### src/rtl/led_ram_wr_arbiter.sv
// Purpose : write-port arbiter and full-frame clear sequencer for the 8x8 LED display RAM.
// Latency : pen write and pen_ack appear 1 cycle after a granted pen_req; a clear writes one cell per cycle.
// Backpress: pen_req is held until pen_ack; it waits while a clear owns the port (fixed priority).
//
// Ports:
//   clk, rst                       clock, synchronous active-high reset
//   pen_req/pen_row/pen_col/pen_data -> pen_ack   light-pen write request and grant pulse
//   clr_start/clr_data -> clr_busy/clr_done       full-frame clear request, status and completion pulse
//   ram_we/ram_addr/ram_wdata      registered RAM write port, ram_addr = {row,col}
//
// Build option: define LED_RAM_ARB_RR_EN to interleave a pending pen write after each clear write
// instead of holding the pen off until the clear has finished.
module led_ram_wr_arbiter #(
  parameter int ROW_W   = 3,
  parameter int COL_W   = 3,
  parameter int DATA_W  = 4,
  parameter int CLR_LEN = 64
) (
  input  logic                     clk,
  input  logic                     rst,
  input  logic                     pen_req,
  input  logic [ROW_W-1:0]         pen_row,
  input  logic [COL_W-1:0]         pen_col,
  input  logic [DATA_W-1:0]        pen_data,
  output logic                     pen_ack,
  input  logic                     clr_start,
  input  logic [DATA_W-1:0]        clr_data,
  output logic                     clr_busy,
  output logic                     clr_done,
  output logic                     ram_we,
  output logic [ROW_W+COL_W-1:0]   ram_addr,
  output logic [DATA_W-1:0]        ram_wdata
);

  localparam int ADDR_W = ROW_W + COL_W;

  localparam logic [1:0] S_IDLE  = 2'd0;
  localparam logic [1:0] S_CLEAR = 2'd1;
  localparam logic [1:0] S_DONE  = 2'd2;

  localparam logic [ADDR_W-1:0] LAST_ADDR = ADDR_W'(CLR_LEN - 1);

  logic [1:0]        state, state_n;
  // Address of the most recent clear write; the next clear write goes to cnt+1.
  logic [ADDR_W-1:0] cnt, cnt_n;
  logic [DATA_W-1:0] fill, fill_n;

  logic              we_n, ack_n, done_n;
  logic [ADDR_W-1:0] addr_n;
  logic [DATA_W-1:0] wdata_n;

  // A pen grant is never issued while the previous grant's ack is still showing,
  // since the requester has not yet had a chance to drop pen_req.
  logic pen_ok;
  assign pen_ok = pen_req && !pen_ack;

  always_comb begin
    state_n = state;
    cnt_n   = cnt;
    fill_n  = fill;
    we_n    = 1'b0;
    ack_n   = 1'b0;
    done_n  = 1'b0;
    addr_n  = ram_addr;
    wdata_n = ram_wdata;

    case (state)
      S_IDLE: begin
        if (clr_start) begin
          // Clear wins over a simultaneous pen request; first cell is written right away.
          state_n = S_CLEAR;
          cnt_n   = '0;
          fill_n  = clr_data;
          we_n    = 1'b1;
          addr_n  = '0;
          wdata_n = clr_data;
        end else if (pen_ok) begin
          we_n    = 1'b1;
          ack_n   = 1'b1;
          addr_n  = {pen_row, pen_col};
          wdata_n = pen_data;
        end
      end

      S_CLEAR: begin
        // pen_ack high here means the current slot was an inserted pen write,
        // so cnt does not describe a write happening this cycle.
        if (!pen_ack && cnt == LAST_ADDR) begin
          state_n = S_DONE;
          done_n  = 1'b1;
          if (pen_ok) begin
            we_n    = 1'b1;
            ack_n   = 1'b1;
            addr_n  = {pen_row, pen_col};
            wdata_n = pen_data;
          end
        end
`ifdef LED_RAM_ARB_RR_EN
        else if (pen_ok) begin
          we_n    = 1'b1;
          ack_n   = 1'b1;
          addr_n  = {pen_row, pen_col};
          wdata_n = pen_data;
        end
`endif
        else begin
          cnt_n   = cnt + 1'b1;
          we_n    = 1'b1;
          addr_n  = cnt + 1'b1;
          wdata_n = fill;
        end
      end

      S_DONE: begin
        // clr_start is ignored here; the pen may take the port immediately.
        state_n = S_IDLE;
        if (pen_ok) begin
          we_n    = 1'b1;
          ack_n   = 1'b1;
          addr_n  = {pen_row, pen_col};
          wdata_n = pen_data;
        end
      end

      default: state_n = S_IDLE;
    endcase
  end

  always_ff @(posedge clk) begin
    if (rst) begin
      state     <= S_IDLE;
      cnt       <= '0;
      fill      <= '0;
      ram_we    <= 1'b0;
      ram_addr  <= '0;
      ram_wdata <= '0;
      pen_ack   <= 1'b0;
      clr_busy  <= 1'b0;
      clr_done  <= 1'b0;
    end else begin
      state     <= state_n;
      cnt       <= cnt_n;
      fill      <= fill_n;
      ram_we    <= we_n;
      ram_addr  <= addr_n;
      ram_wdata <= wdata_n;
      pen_ack   <= ack_n;
      clr_busy  <= (state_n == S_CLEAR);
      clr_done  <= done_n;
    end
  end

endmodule
### config.mk
export PLATFORM = sky130hd
export DESIGN_NAME = led_ram_wr_arbiter
export DESIGN_NICKNAME = d
export VERILOG_FILES = /design/src/rtl/led_ram_wr_arbiter.sv
export SDC_FILE = /design/constraint.sdc
export NUM_CORES = 1
export LEC_CHECK = 0
export BUFFER_PORTS_ARGS = -buffer_cell sky130_fd_sc_hd__buf_2
export CORE_ASPECT_RATIO = 2
export CORE_MARGIN = 4
export CORE_UTILIZATION = 35
export DETAILED_ROUTE_END_ITERATION = 8
export GPL_TIMING_DRIVEN = 0
export PLACE_DENSITY = 0.58
export SYNTH_ARGS = -nofsm -noshare
export SYNTH_HDL_FRONTEND = slang
export SYNTH_SLANG_ARGS = --single-unit
### constraint.sdc
create_clock -name clk -period 1.9 [get_ports clk]
set_clock_uncertainty 0.05 [all_clocks]
set_input_delay 0.285 -clock clk [delete_from_list [all_inputs] [get_ports clk]]
set_output_delay 0.285 -clock clk [all_outputs]
set_load 0.02 [all_outputs]
==> flow_summary.ini, run 1 <==
[logic_synthesis]
synthesis.area_um2 = 1470
ys.flop_type = dfxtp_1
synth_nets = 181
ys_types = 41
synth-seq-cells = 26
synth_top_area_share_pct = 35.5
synth_top_cells_by_area = dfxtp_1 (35%), mux2i_1 (7.5%), a21oi_1 (4.8%)
async_flop_share_pct = 0
synth_edf_count = 0
avgSynthCellArea_um2 = 9.28
seq_area_frac_synth_pct = 35.5
syn_inst = 158
yosys_warnings = 0
synth_top_cell_by_area = dfxtp_1

[place]
placed_area_um2 = 1690
dp_slack_ps = -238
hpwl_mm = 2.79
dp_cells = 241
place.gp.congestion = 0.852
io_buffers = 31

[finish]
stdcell_count = 249
final_area_um2 = 1830
layout_commonest_cell = buf_2
syn_to_final_growth_pct = 24.6
layout_common_cells = buf_2 (32), dfxtp_1 (22), a21oi_1 (14)
post-route-util_pct = 44.7
drive_gt1_share_pct = 33.0
fin_nets = 221
antenna_cells = 0

[drt]
vias = 1363
drtIter0Drc = 46
dr.pass1.iters = 4
wirelength_mm = 3.72
ant_nets = 0
routed_via_density = 5.47
drc_errors = 0
routedWlPerCell_um = 14.9

[cts]
clock_latency_ps = 270
cts.hold.buffers_added = 0
numCtsBuffers = 3
clkSinkCount = 26
htreeDepth = 1
cts-root-to-sink-buffers = 2
tritoncts = built
root_buffer = clkbuf_8
clkTransAtPathRegs_ps = 100

[floorplanning]
die_height_um = 99.5
start_util_pct = 35.9
die_area_um2 = 5350
io_pins = 32
num_rows = 33
core_um2 = 4090
die_w_um = 53.8

[power_and_ir_drop]
power.leakage_uw = 0.000774
p_int_uw = 971
p_sw_uw = 351
clockPowerShare_pct = 34.7
ir_drop_mv = 0.377
comb_power_share_pct = 20.1
p_per_area_nw_per_um2 = 723
pwr-share-seq_pct = 45.2
swShare_pct = 26.5

[sta]
period_needed_ps = 1840
slew_headroom_pct = 65.2
finalCritPeriodShare_pct = 97.0
report.final.hold_viol_count = 0
rsz0062_at_grt = yes
fin_tns_setup_ps = 0
fmax_mhz = 542
finalSetupViolCount = 0
slew_viol_final = 0
worst_pin_slew_ps = 522
setup_slack_ps = 56.5

[run]
max_cap_violations = 0

[global_routing]
grt_max_degree = 16
antenna_found_initial = 0
grt_overflow = 0
grt_pass1_wl_mm = 5.94
grt_usage_pct = 14.4
grt_pass1_vias = 1283

[status]
status = finished, final reports clean

[critical_path]
cp-start-kind = flip-flop
crit_required_ps = 2010
r2r_cells = 6
critPathCaptureType = flip-flop
path_cells = ha_4, and3_1, buf_4, a311oi_4, nor3_2, o311a_1
cpPeakStageDelay_ps = 380
critPathArrivalTime_ps = 1950
critPathKind = flip-flop to flip-flop
critPathSlowestCell = dfxtp_4
worstPathMaxFanout = 7

[hold_path]
holdPathStages = 3
min_path_type = input pin to flip-flop
worst max-delay path: cells and delay by family (launching register included):
| family | cells | cell delay, ps |
|---|---|---|
| buffers and inverters | 1 | 170 |
| and+or+nand+nor | 2 | 260 |
| AOI/OAI and AO/OA | 2 | 690 |
| adders and majority gates | 1 | 180 |
| DFF | 1 | 380 |
path summary, 6_finish.rpt:
| check | startpoint | endpoint | slack (ps) |
|---|---|---|---|
| worst max-delay path | cnt[0] | ram_addr[5] | 60 |
| worst min-delay path | clr_data[1] | fill[1] | 220 |
| worst max register to register | cnt[0] | ram_addr[5] | 60 |
| worst min register to register | fill[0] | fill[0] | 420 |
registers in the layout, indices dropped and copies added, names as in the netlist:
signal     count
cnt            6
ram_addr       6
fill           4
ram_wdata      4
state          2
clr_busy       1
clr_done       1
pen_ack        1
ram_we         1
synthesized netlist by cell type (4+ instances only):
cell type	n
a221o_1	4
mux2i_1	11
o221a_2	6
a21oi_1	14
ha_1	5
inv_1	9
or3_1	4
nor2_1	6
dfxtp_1	26
nand3_1	7
nor3_1	8
nand2_1	8
o21ai_0	9
power groups by stage:
stage	sequential, µW	combinational, µW	clock (µW)
after floorplan	630	148	0
after global placement	606	244	0
after detailed placement	608	250	0
after CTS	597	263	473
after global routing	602	291	485
final	597	265	459
area by class of cell:
class / count / area, µm²
Clock buffer: 3 / 41.3
Buffer: 8 / 63.8
Inverter: 11 / 41.3
Tap cell: 52 / 65.1
Timing Repair Buffer: 34 / 178
Clock inverter: 1 / 30.0
Sequential cell: 26 / 528
Multi-Input combinational cell: 114 / 880
Fill cell: 402 / 2260
what timing repair did:
item	4_1_cts	5_1_grt
resized for setup	12	5
gates cloned	1	0
hold endpoints to repair	0	0
setup buffers	2	1
pin swaps	3	1
setup endpoints to repair	16	13
cell families after synthesis:
logic type,Yosys count,share of synthesized area (%)
buffers and inverters,19,7.34
XOR/XNOR,3,1.79
flip-flops,26,35.5
AO/OA/AOI/OAI,50,28.0
AND/OR/NAND/NOR,44,15.6
multiplexers,11,7.51
adder cells (fa/ha/maj),5,4.27
per-layer routing:
| metal | share of wire [%] | wire (µm) | global-route usage [%] |
|---|---|---|---|
| met1 | 40 | 1480 | 17.5 |
| met2 | 52 | 1940 | 24.2 |
| met3 | 5.2 | 195 | 1.65 |
| met4 | 2.7 | 102 | 6.10 |
| met5 | 0 | 0 | 0 |
stage by stage:
stage	hold WS [ps]	total power (µW)
detailed placement	402	858
finish	224	1320
global route	235	1380
global placement	392	850
floorplan	352	778
CTS	221	1330
No activity file was read; power rests on OpenSTA's default activity.
==> run 2, diff against run 1 <==
--- a/config.mk
+++ b/config.mk
@@ -12,6 +12,7 @@
 export DETAILED_ROUTE_END_ITERATION = 8
 export GPL_TIMING_DRIVEN = 0
 export PLACE_DENSITY = 0.58
+export RECOVER_POWER = 100
 export SYNTH_ARGS = -nofsm -noshare
 export SYNTH_HDL_FRONTEND = slang
 export SYNTH_SLANG_ARGS = --single-unit
==> run 2 against run 1 <==
Net effect: critical path depth unchanged; count of clock-buffer cells in the layout unchanged; cell area shrank 1.0%; largest cell class unchanged; via count grew 0.66%; die area is the same; wire length unchanged; sequential power about the same.
==> flow_summary.ini, run 2 (same netlist as run 1, synthesis figures left out) <==
[power_and_ir_drop]
power.leakage_uw = 0.000715
p_total_uw = 1310
ir_drop_mv = 0.376
p_per_area_nw_per_um2 = 727

[sta]
fin_tns_setup_ps = 0
slew_headroom_pct = 64.9
slew_viol_final = 0
worst_pin_slew_ps = 526
report.final.hold_viol_count = 0
finalCritPeriodShare_pct = 96.9
period_needed_ps = 1840
fmax_mhz = 543
rsz0062_at_grt = yes
finalSetupViolCount = 0

[cts]
cts-root-to-sink-buffers = 2
tritoncts = built
htreeDepth = 1
numCtsBuffers = 3
clkSinkCount = 26
clock_latency_ps = 270
clkTransAtPathRegs_ps = 90
root_buffer = clkbuf_8
cts.hold.buffers_added = 0

[global_routing]
grt_usage_pct = 14.4
grt_max_degree = 16
grt_overflow = 0
grt_pass1_wl_mm = 5.94
grt_pass1_vias = 1283
antenna_found_initial = 0

[floorplanning]
die_w_um = 53.8
num_rows = 33
die_area_um2 = 5350
start_util_pct = 35.9
io_pins = 32
core_um2 = 4090
die_height_um = 99.5

[critical_path]
critPathTopFamily = compound AO/OA/AOI/OAI gates
path_buf_inv = 1
startpoint = cnt[0]
cpPeakStageDelay_ps = 380
cp.depth = 6
critPathSlowestCell = dfxtp_4
path_cells = ha_4, and3_1, buf_4, a311oi_4, nor3_2, o311a_1
rr_startpoint = cnt[0]
critPathCaptureType = flip-flop
critPathKind = flip-flop to flip-flop
crit_required_ps = 2010
r2r_cells = 6
cp-start-kind = flip-flop
critPathArrivalTime_ps = 1950
worstPathMaxFanout = 7

[finish]
antenna_cells = 0
layout_common_cells = dfxtp_1 (22), buf_2 (18), clkbuf_1 (16)
largestRegisters = cnt: 6 flops, ram_addr: 6 flops
syn_to_final_growth_pct = 23.3
post-route-util_pct = 44.2
fin_nets = 221
layout_commonest_cell = dfxtp_1
final_area_um2 = 1810
drive_gt1_share_pct = 25.4

[drt]
wirelength_mm = 3.72
drc_errors = 0
routed_via_density = 5.51
dr.pass1.iters = 4
routedWlPerCell_um = 14.9
drtIter0Drc = 43
vias = 1372
ant_nets = 0

[status]
status = finished, final reports clean

[hold_path]
hp-start = clr_data[1]
min_path_type = input pin to flip-flop
holdPathStages = 3

[place]
placed_area_um2 = 1690
hpwl_mm = 2.79
place.gp.congestion = 0.852
io_buffers = 31

[run]
max_cap_violations = 0
## run 2: cell types whose count changed in the layout (fill, tap and decap cells not counted), sizes merged
cell	change
clkbuf	+14
buf	-14
## run 2: final cells by class
class | instances | area, µm²
clock buffers | 3 | 41.3
repair buffers | 34 | 160
well taps | 52 | 65.1
clock inverters | 1 | 30.0
multi-input cells | 114 | 880
plain buffers | 8 | 62.6
inverters | 11 | 41.3
fillers | 407 | 2280
flip-flops and latches | 26 | 528
## run 2: worst reg2reg max path, cell delays in order (launching register included)
cell and delay [ps]:
dfxtp_4 380, ha_4 180, and3_1 180, buf_4 170
a311oi_4 360, nor3_2 90, o311a_1 330
## run 2: timing repair
action,4_1_cts,5_1_grt
gates cloned,1,0
pin swaps,3,1
setup endpoints to repair,16,13
resized for setup,12,5
buffers inserted,2,1
## run 2: per-stage QoR
stage	cells	setup WS, ps	hold WS [ps]
2_1_floorplan	158	13.6	352
4_1_cts	248	18.4	221
6_report	249	59.5	225
5_1_grt	249	-9.87	235
3_3_place_gp	241	-199	392
3_5_place_dp	241	-238	402
## run 2: per-layer routing
metal | GRT usage, % | wire [µm] | part of all wire (%)
met5 | 0 | 0 | 0
met4 | 6.10 | 101 | 2.7
met3 | 1.65 | 186 | 5.0
met2 | 24.2 | 1950 | 52
met1 | 17.5 | 1490 | 40
## run 2: path summary, 6_finish.rpt
kind	to	slack [ps]
setup reg to reg	ram_addr[5]	60
hold reg to reg	fill[0]	420
hold / removal	fill[1]	220
setup / recovery	ram_addr[5]	60
## run 2: power by group
part | switching (µW) | internal [µW]
combinational | 152 | 107
clock | 176 | 282
sequential | 22.2 | 575
total | 350 | 965
